## config.mk

```make
export PLATFORM = sky130hd
export DESIGN_NAME = conv_accel_arbiter
export DESIGN_NICKNAME = d
export VERILOG_FILES = /design/src/rtl/conv_pkg.sv /design/src/rtl/conv_accel_arbiter_rr_select.sv /design/src/rtl/conv_accel_arbiter.sv
export SDC_FILE = /design/constraint.sdc
export NUM_CORES = 2
export LEC_CHECK = 0
export ABC_AREA = 1
export CAP_MARGIN = 30
export CORE_AREA = 4 4 714 716
export DETAILED_ROUTE_END_ITERATION = 12
export DIE_AREA = 0 0 718 720
export GPL_ROUTABILITY_DRIVEN = 0
export GPL_TIMING_DRIVEN = 0
export PLACE_DENSITY_LB_ADDON = 0.2
export SLEW_MARGIN = 20
export SYNTH_ARGS = -nofsm -noshare
export SYNTH_HDL_FRONTEND = slang
export SYNTH_SLANG_ARGS = --single-unit
```

## constraint.sdc

```tcl
create_clock -name axi_clk -period 1.82 [get_ports axi_clk]
set_input_delay 0.364 -clock axi_clk [delete_from_list [all_inputs] [get_ports axi_clk]]
set_output_delay 0.364 -clock axi_clk [all_outputs]
set_load 0.03 [all_outputs]
```

## src/rtl/conv_pkg.sv

```systemverilog
`default_nettype none
// ============================================================================
// Module  : conv_pkg
// Brief   : Shared types, defaults and helpers for the convolution arbiter.
// Revision: 1.0 - initial release
// ============================================================================
package conv_pkg;

    localparam int c_DEF_DATA_WIDTH  = 32;
    localparam int c_DEF_KERNEL_SIZE = 3;

    typedef enum logic [1:0] {
        ST_IDLE    = 2'd0,
        ST_ISSUE   = 2'd1,
        ST_WAIT    = 2'd2,
        ST_RESPOND = 2'd3
    } state_t;

    // Ceiling log2, never below 1 so single-bit indices stay legal.
    function automatic int clog2(input int value);
        int r;
        r = 0;
        for (int v = value - 1; v > 0; v = v >> 1) begin
            r++;
        end
        if (r == 0) begin
            r = 1;
        end
        return r;
    endfunction

endpackage
`default_nettype wire

```

## src/rtl/conv_accel_arbiter_rr_select.sv

```systemverilog
`default_nettype none
// ============================================================================
// Module  : rr_select
// Brief   : Combinational round-robin picker: first valid at or above rr_ptr.
// Revision: 1.0 - initial release
// ============================================================================
module rr_select
    import conv_pkg::*;
#(
    parameter int NUM_REQ = 2,
    parameter int IDX_W   = clog2(NUM_REQ)
) (
    input  logic [NUM_REQ-1:0] req_valid,
    input  logic [IDX_W-1:0]   rr_ptr,
    output logic [NUM_REQ-1:0] grant,
    output logic [IDX_W-1:0]   grant_idx
);

    logic w_found;

    always_comb begin
        grant     = '0;
        grant_idx = '0;
        w_found   = 1'b0;
        for (int off = 0; off < NUM_REQ; off++) begin
            for (int i = 0; i < NUM_REQ; i++) begin
                if (!w_found && req_valid[i] &&
                    (i == ((int'(rr_ptr) + off) % NUM_REQ))) begin
                    w_found   = 1'b1;
                    grant[i]  = 1'b1;
                    grant_idx = IDX_W'(i);
                end
            end
        end
    end

endmodule
`default_nettype wire

```

## src/rtl/conv_accel_arbiter.sv

```systemverilog
`default_nettype none
// ============================================================================
// Module  : conv_accel_arbiter
// Brief   : Round-robin sharing of one matrix accelerator with watchdog.
// Revision: 1.0 - initial release
// ============================================================================
module conv_accel_arbiter
    import conv_pkg::*;
#(
    parameter int DATA_WIDTH  = c_DEF_DATA_WIDTH,
    parameter int KERNEL_SIZE = c_DEF_KERNEL_SIZE,
    parameter int NUM_REQ     = 2,
    parameter int TIMEOUT     = 64
) (
    input  logic                                                 axi_clk,
    input  logic                                                 axi_reset_n,
    input  logic [NUM_REQ-1:0]                                   req_valid,
    output logic [NUM_REQ-1:0]                                   req_ready,
    input  logic [NUM_REQ*KERNEL_SIZE*KERNEL_SIZE*DATA_WIDTH-1:0] req_multiplier,
    input  logic [NUM_REQ*KERNEL_SIZE*KERNEL_SIZE*DATA_WIDTH-1:0] req_multiplicand,
    output logic [NUM_REQ-1:0]                                   rsp_valid,
    output logic [DATA_WIDTH-1:0]                                rsp_sum,
    output logic                                                 rsp_error,
    output logic [KERNEL_SIZE*KERNEL_SIZE*DATA_WIDTH-1:0]        acc_multiplier_input,
    output logic [KERNEL_SIZE*KERNEL_SIZE*DATA_WIDTH-1:0]        acc_multiplicand_input,
    output logic [KERNEL_SIZE*KERNEL_SIZE-1:0]                   acc_mstart,
    input  logic [DATA_WIDTH-1:0]                                acc_sum,
    input  logic                                                 acc_ready,
    output logic                                                 busy,
    output logic [clog2(NUM_REQ)-1:0]                            grant_id
);

    localparam int c_N     = KERNEL_SIZE * KERNEL_SIZE;
    localparam int c_W     = c_N * DATA_WIDTH;
    localparam int c_IDX_W = clog2(NUM_REQ);
    localparam int c_CNT_W = clog2(TIMEOUT + 1);

    state_t                r_state;
    state_t                w_state_nxt;
    logic [c_IDX_W-1:0]    r_rr_ptr;
    logic [c_IDX_W-1:0]    r_grant_id;
    logic [c_IDX_W-1:0]    w_sel_idx;
    logic [NUM_REQ-1:0]    w_sel_grant;
    logic [c_W-1:0]        r_mult;
    logic [c_W-1:0]        r_mcand;
    logic [DATA_WIDTH-1:0] r_sum;
    logic                  r_error;
    logic                  r_acc_ready_q;
    logic [c_CNT_W-1:0]    r_wdog;
    logic                  w_accept;
    logic                  w_done;
    logic                  w_timeout;
    logic [c_W-1:0]        w_mult_slice  [NUM_REQ];
    logic [c_W-1:0]        w_mcand_slice [NUM_REQ];

    rr_select #(
        .NUM_REQ (NUM_REQ),
        .IDX_W   (c_IDX_W)
    ) u_rr_select (
        .req_valid (req_valid),
        .rr_ptr    (r_rr_ptr),
        .grant     (w_sel_grant),
        .grant_idx (w_sel_idx)
    );

    generate
        for (genvar i = 0; i < NUM_REQ; i++) begin : g_slice
            assign w_mult_slice[i]  = req_multiplier[i*c_W +: c_W];
            assign w_mcand_slice[i] = req_multiplicand[i*c_W +: c_W];
        end
    endgenerate

    // Only a fresh rising edge completes; a level left over from before is ignored.
    assign w_done    = acc_ready & ~r_acc_ready_q;
    assign w_timeout = (r_wdog == c_CNT_W'(TIMEOUT));

    always_ff @(posedge axi_clk or negedge axi_reset_n) begin
        if (!axi_reset_n) begin
            r_state <= ST_IDLE;
        end else begin
            r_state <= w_state_nxt;
        end
    end

    always_comb begin
        w_state_nxt = r_state;
        req_ready   = '0;
        acc_mstart  = '0;
        w_accept    = 1'b0;
        case (r_state)
            ST_IDLE: begin
                req_ready = axi_reset_n ? w_sel_grant : '0;
                w_accept  = |w_sel_grant;
                if (w_accept) begin
                    w_state_nxt = ST_ISSUE;
                end
            end
            ST_ISSUE: begin
                acc_mstart  = '1;
                w_state_nxt = ST_WAIT;
            end
            ST_WAIT: begin
                if (w_done || w_timeout) begin
                    w_state_nxt = ST_RESPOND;
                end
            end
            ST_RESPOND: begin
                w_state_nxt = ST_IDLE;
            end
            default: begin
                w_state_nxt = ST_IDLE;
            end
        endcase
    end

    always_ff @(posedge axi_clk or negedge axi_reset_n) begin
        if (!axi_reset_n) begin
            r_rr_ptr      <= '0;
            r_grant_id    <= '0;
            r_mult        <= '0;
            r_mcand       <= '0;
            r_sum         <= '0;
            r_error       <= 1'b0;
            r_acc_ready_q <= 1'b0;
            r_wdog        <= '0;
        end else begin
            r_acc_ready_q <= acc_ready;
            r_wdog        <= (r_state == ST_WAIT) ? r_wdog + 1'b1 : '0;
            if (w_accept) begin
                r_grant_id <= w_sel_idx;
                r_mult     <= w_mult_slice[w_sel_idx];
                r_mcand    <= w_mcand_slice[w_sel_idx];
            end
            if (r_state == ST_WAIT) begin
                if (w_done) begin
                    r_sum   <= acc_sum;
                    r_error <= 1'b0;
                end else if (w_timeout) begin
                    r_sum   <= '0;
                    r_error <= 1'b1;
                end
            end
            if (r_state == ST_RESPOND) begin
                r_rr_ptr <= (r_grant_id == c_IDX_W'(NUM_REQ - 1)) ? '0 : r_grant_id + 1'b1;
            end
        end
    end

    generate
        for (genvar i = 0; i < NUM_REQ; i++) begin : g_rsp
            assign rsp_valid[i] = (r_state == ST_RESPOND) && (r_grant_id == c_IDX_W'(i));
        end
    endgenerate

    assign rsp_sum                = r_sum;
    assign rsp_error              = r_error;
    assign acc_multiplier_input   = r_mult;
    assign acc_multiplicand_input = r_mcand;
    assign busy                   = (r_state != ST_IDLE);
    assign grant_id               = r_grant_id;

endmodule
`default_nettype wire

```

=== Word level (Yosys, flattened, before mapping) ===
Cells that the tools add are included.

* Input bits: 1189
* Latch bits: 0
* Register bits after elaboration: 621
* Bits in read-only memories: 0
* Bits in writable memories: 0
* Output and inout bits: 624
* Memories kept: 0

* $mul: 0
* Bitwise logic cells: 5
* Muxes and demuxes: 27
* Divide/modulo/power cells: 0
* Order comparisons: 1
* Add/subtract/negate cells: 3
* Reduce and logical (&&, ||, !) cells: 21
* Equality and inequality tests: 7
* Shift operators: 0

{| class="wikitable"
|+ Operators with widths
! kind !! count
|-
| $mux W288 || 6
|-
| $logic_not A32 Y1 || 2
|-
| $mux W32 || 2
|-
| $mux W1 || 12
|-
| $logic_and A1 B1 Y1 || 9
|-
| $mux W9 || 1
|-
| $mux W2 || 4
|-
| $pmux W2 S4 || 1
|-
| $add A7 B1 Y7 const B || 1
|-
| $eq A7 B7 Y1 const B || 1
|-
| $mux W7 || 1
|-
| $eq A2 B2 Y1 const B || 2
|-
| $ne A2 B2 Y1 const B || 2
|-
| $reduce_and A2 Y1 || 2
|-
| $reduce_bool A2 Y1 || 2
|-
| $logic_not A1 Y1 || 3
|-
| $add A1 B1 Y1 const B || 2
|-
| $eq A2 B1 Y1 const B || 1
|-
| $eq A2 B2 Y1 const A || 1
|-
| $ge A2 B2 Y1 const B || 1
|-
| $logic_not A2 Y1 || 1
|-
| $not A1 Y1 || 2
|-
| $not A1 Y2 || 1
|-
| $reduce_or A2 Y1 || 1
|-
| 3 further kinds || 3
|}

=== Depth between registers and ports, before layout ===
* Depth after elaboration: 19
* Mapped depth: 10
* Depth with buffers taken out: 9

=== Modules after synthesis ===
A second synthesis with hierarchy kept.

* Cell total of the unflattened synthesis: 3374
* Area total of the unflattened synthesis: 29050.4 sq um

{| class="wikitable"
|+ By module, submodules not included
! module !! instances !! area each (sq um) !! cells an instance !! seq. area each (sq um)
|-
| conv_accel_arbiter || 1 || 29026.6 || 3368 || 15539.9
|-
| rr_select || 1 || 23.8 || 6 || 0.0
|}

=== Worst setup path before layout ===
Ideal clock, no wire load.

* Kind: reg2out
* Start point: register r_rr_ptr
* End point: output req_ready[1]
* Data arrival time: 1.289 ns
* Setup slack: 0.167 ns
* Path buffers: 2
* Cell stages (with the launch flop): 7
* Cell sequence: dfrtp_1 > inv_1 > nand2_2 > nand2_1 > buf_2 > buf_2 > nor2_1

* Longest elaborated chain between the ends: 17

{| class="wikitable"
|+ Ends and longest elaborated chain
! what !! RTL line !! text
|-
| from (decl) || conv_accel_arbiter.sv:40 || <nowiki>logic [c_IDX_W-1:0] r_rr_ptr;</nowiki>
|-
| from (signal assigned) || conv_accel_arbiter.sv:144 || <nowiki>r_rr_ptr <= (r_grant_id == c_IDX_W'(NUM_REQ - 1)) ? '0 : r_grant_id + 1'b1;</nowiki>
|-
| $logic_not A32 Y1 || conv_accel_arbiter_rr_select.sv:28 || <nowiki>(i == ((int'(rr_ptr) + off) % NUM_REQ))) begin</nowiki>
|-
| $logic_and A1 B1 Y1 || conv_accel_arbiter_rr_select.sv:27 || <nowiki>if (!w_found && req_valid[i] &&</nowiki>
|-
| $mux W1 || conv_accel_arbiter_rr_select.sv:27 ||
|-
| $logic_not A1 Y1 || conv_accel_arbiter_rr_select.sv:27 ||
|-
| $logic_and A1 B1 Y1 (2 in a row) || conv_accel_arbiter_rr_select.sv:27 ||
|-
| $mux W1 || conv_accel_arbiter_rr_select.sv:27 ||
|-
| $logic_not A1 Y1 || conv_accel_arbiter_rr_select.sv:27 ||
|-
| $logic_and A1 B1 Y1 (2 in a row) || conv_accel_arbiter_rr_select.sv:27 ||
|-
| $mux W1 || conv_accel_arbiter_rr_select.sv:27 ||
|-
| $logic_not A1 Y1 || conv_accel_arbiter_rr_select.sv:27 ||
|-
| $logic_and A1 B1 Y1 (2 in a row) || conv_accel_arbiter_rr_select.sv:27 ||
|-
| $mux W1 * || conv_accel_arbiter_rr_select.sv:27 ||
|-
| $mux W2 * || conv_accel_arbiter.sv:92 || <nowiki>req_ready = axi_reset_n ? w_sel_grant : '0;</nowiki>
|-
| $mux W2 * || conv_accel_arbiter.sv:90 || <nowiki>case (r_state)</nowiki>
|-
| to (decl) || conv_accel_arbiter.sv:18 || <nowiki>output logic [NUM_REQ-1:0] req_ready,</nowiki>
|}

Every way passes the cells marked *; elsewhere a longest branch is shown, timed or not.

=== Worst setup path in the final report ===
* Start point: input req_valid[1]
* End point: output req_ready[0]

* Longest elaborated chain between the ends: 9

{| class="wikitable"
|+ Ends and longest elaborated chain
! what !! RTL line !! text
|-
| from (decl) || conv_accel_arbiter.sv:17 || <nowiki>input logic [NUM_REQ-1:0] req_valid,</nowiki>
|-
| $logic_and A1 B1 Y1 (2 in a row) || conv_accel_arbiter_rr_select.sv:27 ||
|-
| $mux W1 || conv_accel_arbiter_rr_select.sv:27 ||
|-
| $logic_not A1 Y1 || conv_accel_arbiter_rr_select.sv:27 ||
|-
| $logic_and A1 B1 Y1 (2 in a row) || conv_accel_arbiter_rr_select.sv:27 ||
|-
| $mux W1 || conv_accel_arbiter_rr_select.sv:27 ||
|-
| $mux W2 || conv_accel_arbiter.sv:92 ||
|-
| $mux W2 || conv_accel_arbiter.sv:90 ||
|}

Every way passes these cells.

==> results by stage <==
Global routing:
- For this run, the total global-route usage over all layers was measured as 0.144.
- Entering global routing, the biggest net connects 78 pins.
- The via count of the first global-routing pass is 40600.
- Summed over all layers, the global routing overflow is 0.
- The first global-routing pass estimated 480000 um of wire.
- The initial antenna violation count is 199.

Die:
- The core area is 504000 um^2.
- The overall die height is 720 um.
- In this run the horizontal extent of the chip is 718 um.
- The starting utilization of the core area is 0.0622.
- The count of standard-cell rows is 261.
- During I/O placement, the number of pins put on the boundary was 1813.
- The overall die area is 517000 um^2.

Yosys:
- The warning count from the yosys run is 0.
- The area of the mapped netlist is 31400 um^2.
- Counting every net in the synthesized netlist gives 5778.
- Of the synthesized area, sequential elements account for 0.496.
- The average cell area after synthesis is 6.84 um^2.
- The register bit total from synthesis is 621.
- The post-synthesis cell type count is 16.
- The cell count after synthesis came out at 4583.

Timing:
- The worst slew slack as a fraction of its limit is 0.441.
- The worst clock skew is 0.0791 ns.
- The count of final max-slew check failures is 0.
- Static timing analysis puts the maximum clock frequency at 414 MHz.
- The shortest clock period the worst path allows after layout is 2.41 ns.
- Setup repair after global routing could not meet its margin everywhere.
- The slew at the pin with the worst max-slew slack is 0.838 ns.
- Across all setup checks in the final design, the least slack found is -0.593 ns.
- The final number of hold-violating endpoints is 0.
- The share of the cycle needed by the critical path after routing is 1.33.
- Setup violations remaining at the end of the flow were counted as 1261.

Worst setup path:
- The largest fanout of any net on the critical path is 10.
- STA puts the critical path data required time at 1.46 ns.
- STA classifies the critical path startpoint as an input pin.
- The data arrival time at the worst-slack endpoint is 2.05 ns.
- STA classifies the critical path endpoint as a primary output.
- By startpoint and endpoint, the worst setup path is classified as in2out.

Routing:
- In this run, the number of DRC markers left after iteration 0 of detailed routing was 2453.
- The DRC violation count after routing is 0.
- The number of detailed-route iterations in the first pass is 6.
- The final route contains 39700 vias.
- The antenna violation net count after detailed routing is 0.
- After detailed routing, the average wire length per cell comes to 29.1 um.
- Dividing the detail-routed via count by the number of cells gives 2.95.
- The detailed-route wire length is 391000 um.

Cells and area:
- In the final layout, flip-flops and latches occupy 15500 um^2.
- The filler cell count in the final layout is 58300.
- After the last flow step, the layout net total stands at 7813.
- Of the cells placed in the final design, the portion with a size suffix greater than 1 is 0.0985.
- Compared with the post-synthesis result, the final layout area differs by 106%.
- Summing all multi-input logic gate instances after layout gives 14700 um^2.
- The final cell count without fillers is 13400.
- Leaving out fill and tap cells, the most frequent cell in the layout is nand2_1.
- In the layout the commonest cells are nand2_1 (2926), clkdlybuf4s50_1 (1576), dfrtp_1 (620).

Pwr:
- The share of total power dissipated in combinational logic is 0.577.
- The largest voltage drop on the vdd net is 0.651 mV.
- In this run the power density over the cells is 1640 nW/um^2.
- Internal power comes to 52500 uW.
- The switching share of power is 0.506.
- Of the total power, the clock network draws 0.193.
- The static leakage is 0.0297 uW.
- The switching power total is 53700 uW.
- The part of the total power dissipated in sequential elements is 0.230.

Placement:
- The number of buffers inserted by port buffering is 1812.
- Summed over all nets, the half-perimeter wirelength after detailed placement is 334000 um.
- OpenSTA, run right after detailed placement, puts the worst setup slack at -3.10 ns.
- The cell count after placement is 13100.

Clock tree:
- Clock-pin slew was measured on the worst setup and hold paths at 0.06 ns.
- TritonCTS built the clock tree.
- The later-pin clock latency in the skew report is 0.87 ns.
- The number of buffers between clock root and the deepest sink is 4.
- The H-tree was split into 3 levels.
- The number of clock buffers added by TritonCTS is 101.
- The root buffer cell is clkbuf_16.
- The clock drives 621 sinks.

Min path:
- The worst min-delay path class is in2async.

Run:
- The tool flagged a number of max-cap violations equal to 0.

Run status:
- The run finished, with violations left.
- The checks that failed: negative setup slack.
## worst paths after layout
| path | from | endpoint | slack, ns | depth (start not counted) |
|---|---|---|---|---|
| setup / recovery | req_valid[1] | req_ready[0] | -0.59 | 7 |
| max in group asynchronous | axi_reset_n | acc_multiplier_input[246] | -0.30 | 9 |
| hold / removal | axi_reset_n | acc_multiplier_input[132] | 0.04 | 6 |
| min in group axi_clk | acc_sum[28] | rsp_sum[28] | 0.11 | 3 |
| hold reg to reg | rsp_sum[21] | rsp_sum[21] | 0.47 | 2 |
| setup reg to reg | r_rr_ptr | acc_multiplier_input[244] | -0.53 | 10 |
## cell type report
class / count / area share
sequential: 621 / 0.240
inverter: 16 / 0.00118
antenna: 38 / 0.00147
multi-input combinational: 3614 / 0.228
clock inverter: 30 / 0.00552
buffer: 331 / 0.0373
clock buffer: 145 / 0.0455
timing repair buffer: 1933 / 0.311
tap: 6706 / 0.130
## stage by stage
stage / util / setup TNS [ns] / instance area [um^2] / power (uW) / hold slack [ns]
after floorplan: - / 0 / 31400 / 49800 / 0.0684
after global placement: 0.115 / - / 57900 / 85100 / 0.460
after detailed placement: 0.116 / -1423.75 / 58400 / 85200 / 0.343
after CTS: 0.126 / -678.97 / 63300 / 107000 / 0.000972
after global routing: 0.128 / -549.48 / 64600 / 113000 / 0.00736
final: 0.128 / -415.21 / 64600 / 106000 / 0.0389
## cell usage after synthesis
cell	number	area [um^2]
dfrtp_1	621	15500
buf_2	78	390
nand3_1	584	2920
nand2_1	2995	11200
a21oi_1	5	25.0
o21ai_1	1	5.00
nand2_2	1	6.26
inv_2	1	3.75
ha_1	6	75.1
nor2_1	18	67.6
inv_1	15	56.3
xnor2_1	1	8.76
o21ai_0	3	15.0
buf_1	34	128
clkbuf_1	207	777
buf_4	13	97.6
## power groups by stage
stage               combinational [uW]  sequential, uW  clock (uW)
finish                           61300           24400       20500
global route                     65500           25200       21900
CTS                              61300           24400       21600
detailed placement               60800           24400           0
global placement                 60500           24600           0
floorplan                        13800           36100           0
## metal layers
layer	vias up	global-route usage	wire, um
met1	19100	0.167	155000
li1	18400	-	-
met5	-	0	368
met3	470	0.0398	26300
met4	54	0.0304	11100
met2	1708	0.264	198000
## worst max-delay path: stages
cell and delay [ns]:
clkdlybuf4s50_1 0.69, buf_4 0.32, buf_4 0.29, nand2_1 0.08
nand3_1 0.12, nor2_4 0.04, buf_6 0.13
## cell families (layout without fill, tap and decap cells)
family,Yosys count,after routing,share of synthesized area
flip-flops,621,621,0.496
other,0,38,0
adder cells (fa/ha/maj),6,6,0.00239
XOR/XNOR,1,1,0.000279
AO/OA/AOI/OAI,9,9,0.00144
buffers and inverters,348,2455,0.0463
AND/OR/NAND/NOR,3598,3598,0.454
## registers in the layout, indices dropped and copies added, names as in the netlist
register	cells
r_state	2
acc_multiplicand_input	288
r_rr_ptr	1
rsp_error	1
rsp_sum	32
r_wdog	7
grant_id	1
r_acc_ready_q	1
acc_multiplier_input	288
## repair_timing
item	CTS	global route
resized for setup	681	534
buffers inserted	10	29
gates cloned	8	4
setup endpoints to repair	1234	1359
endpoints found under the hold margin	226	32
pin swaps	1	2
hold buffers	46	1
Power figures use the tool's default switching activity.
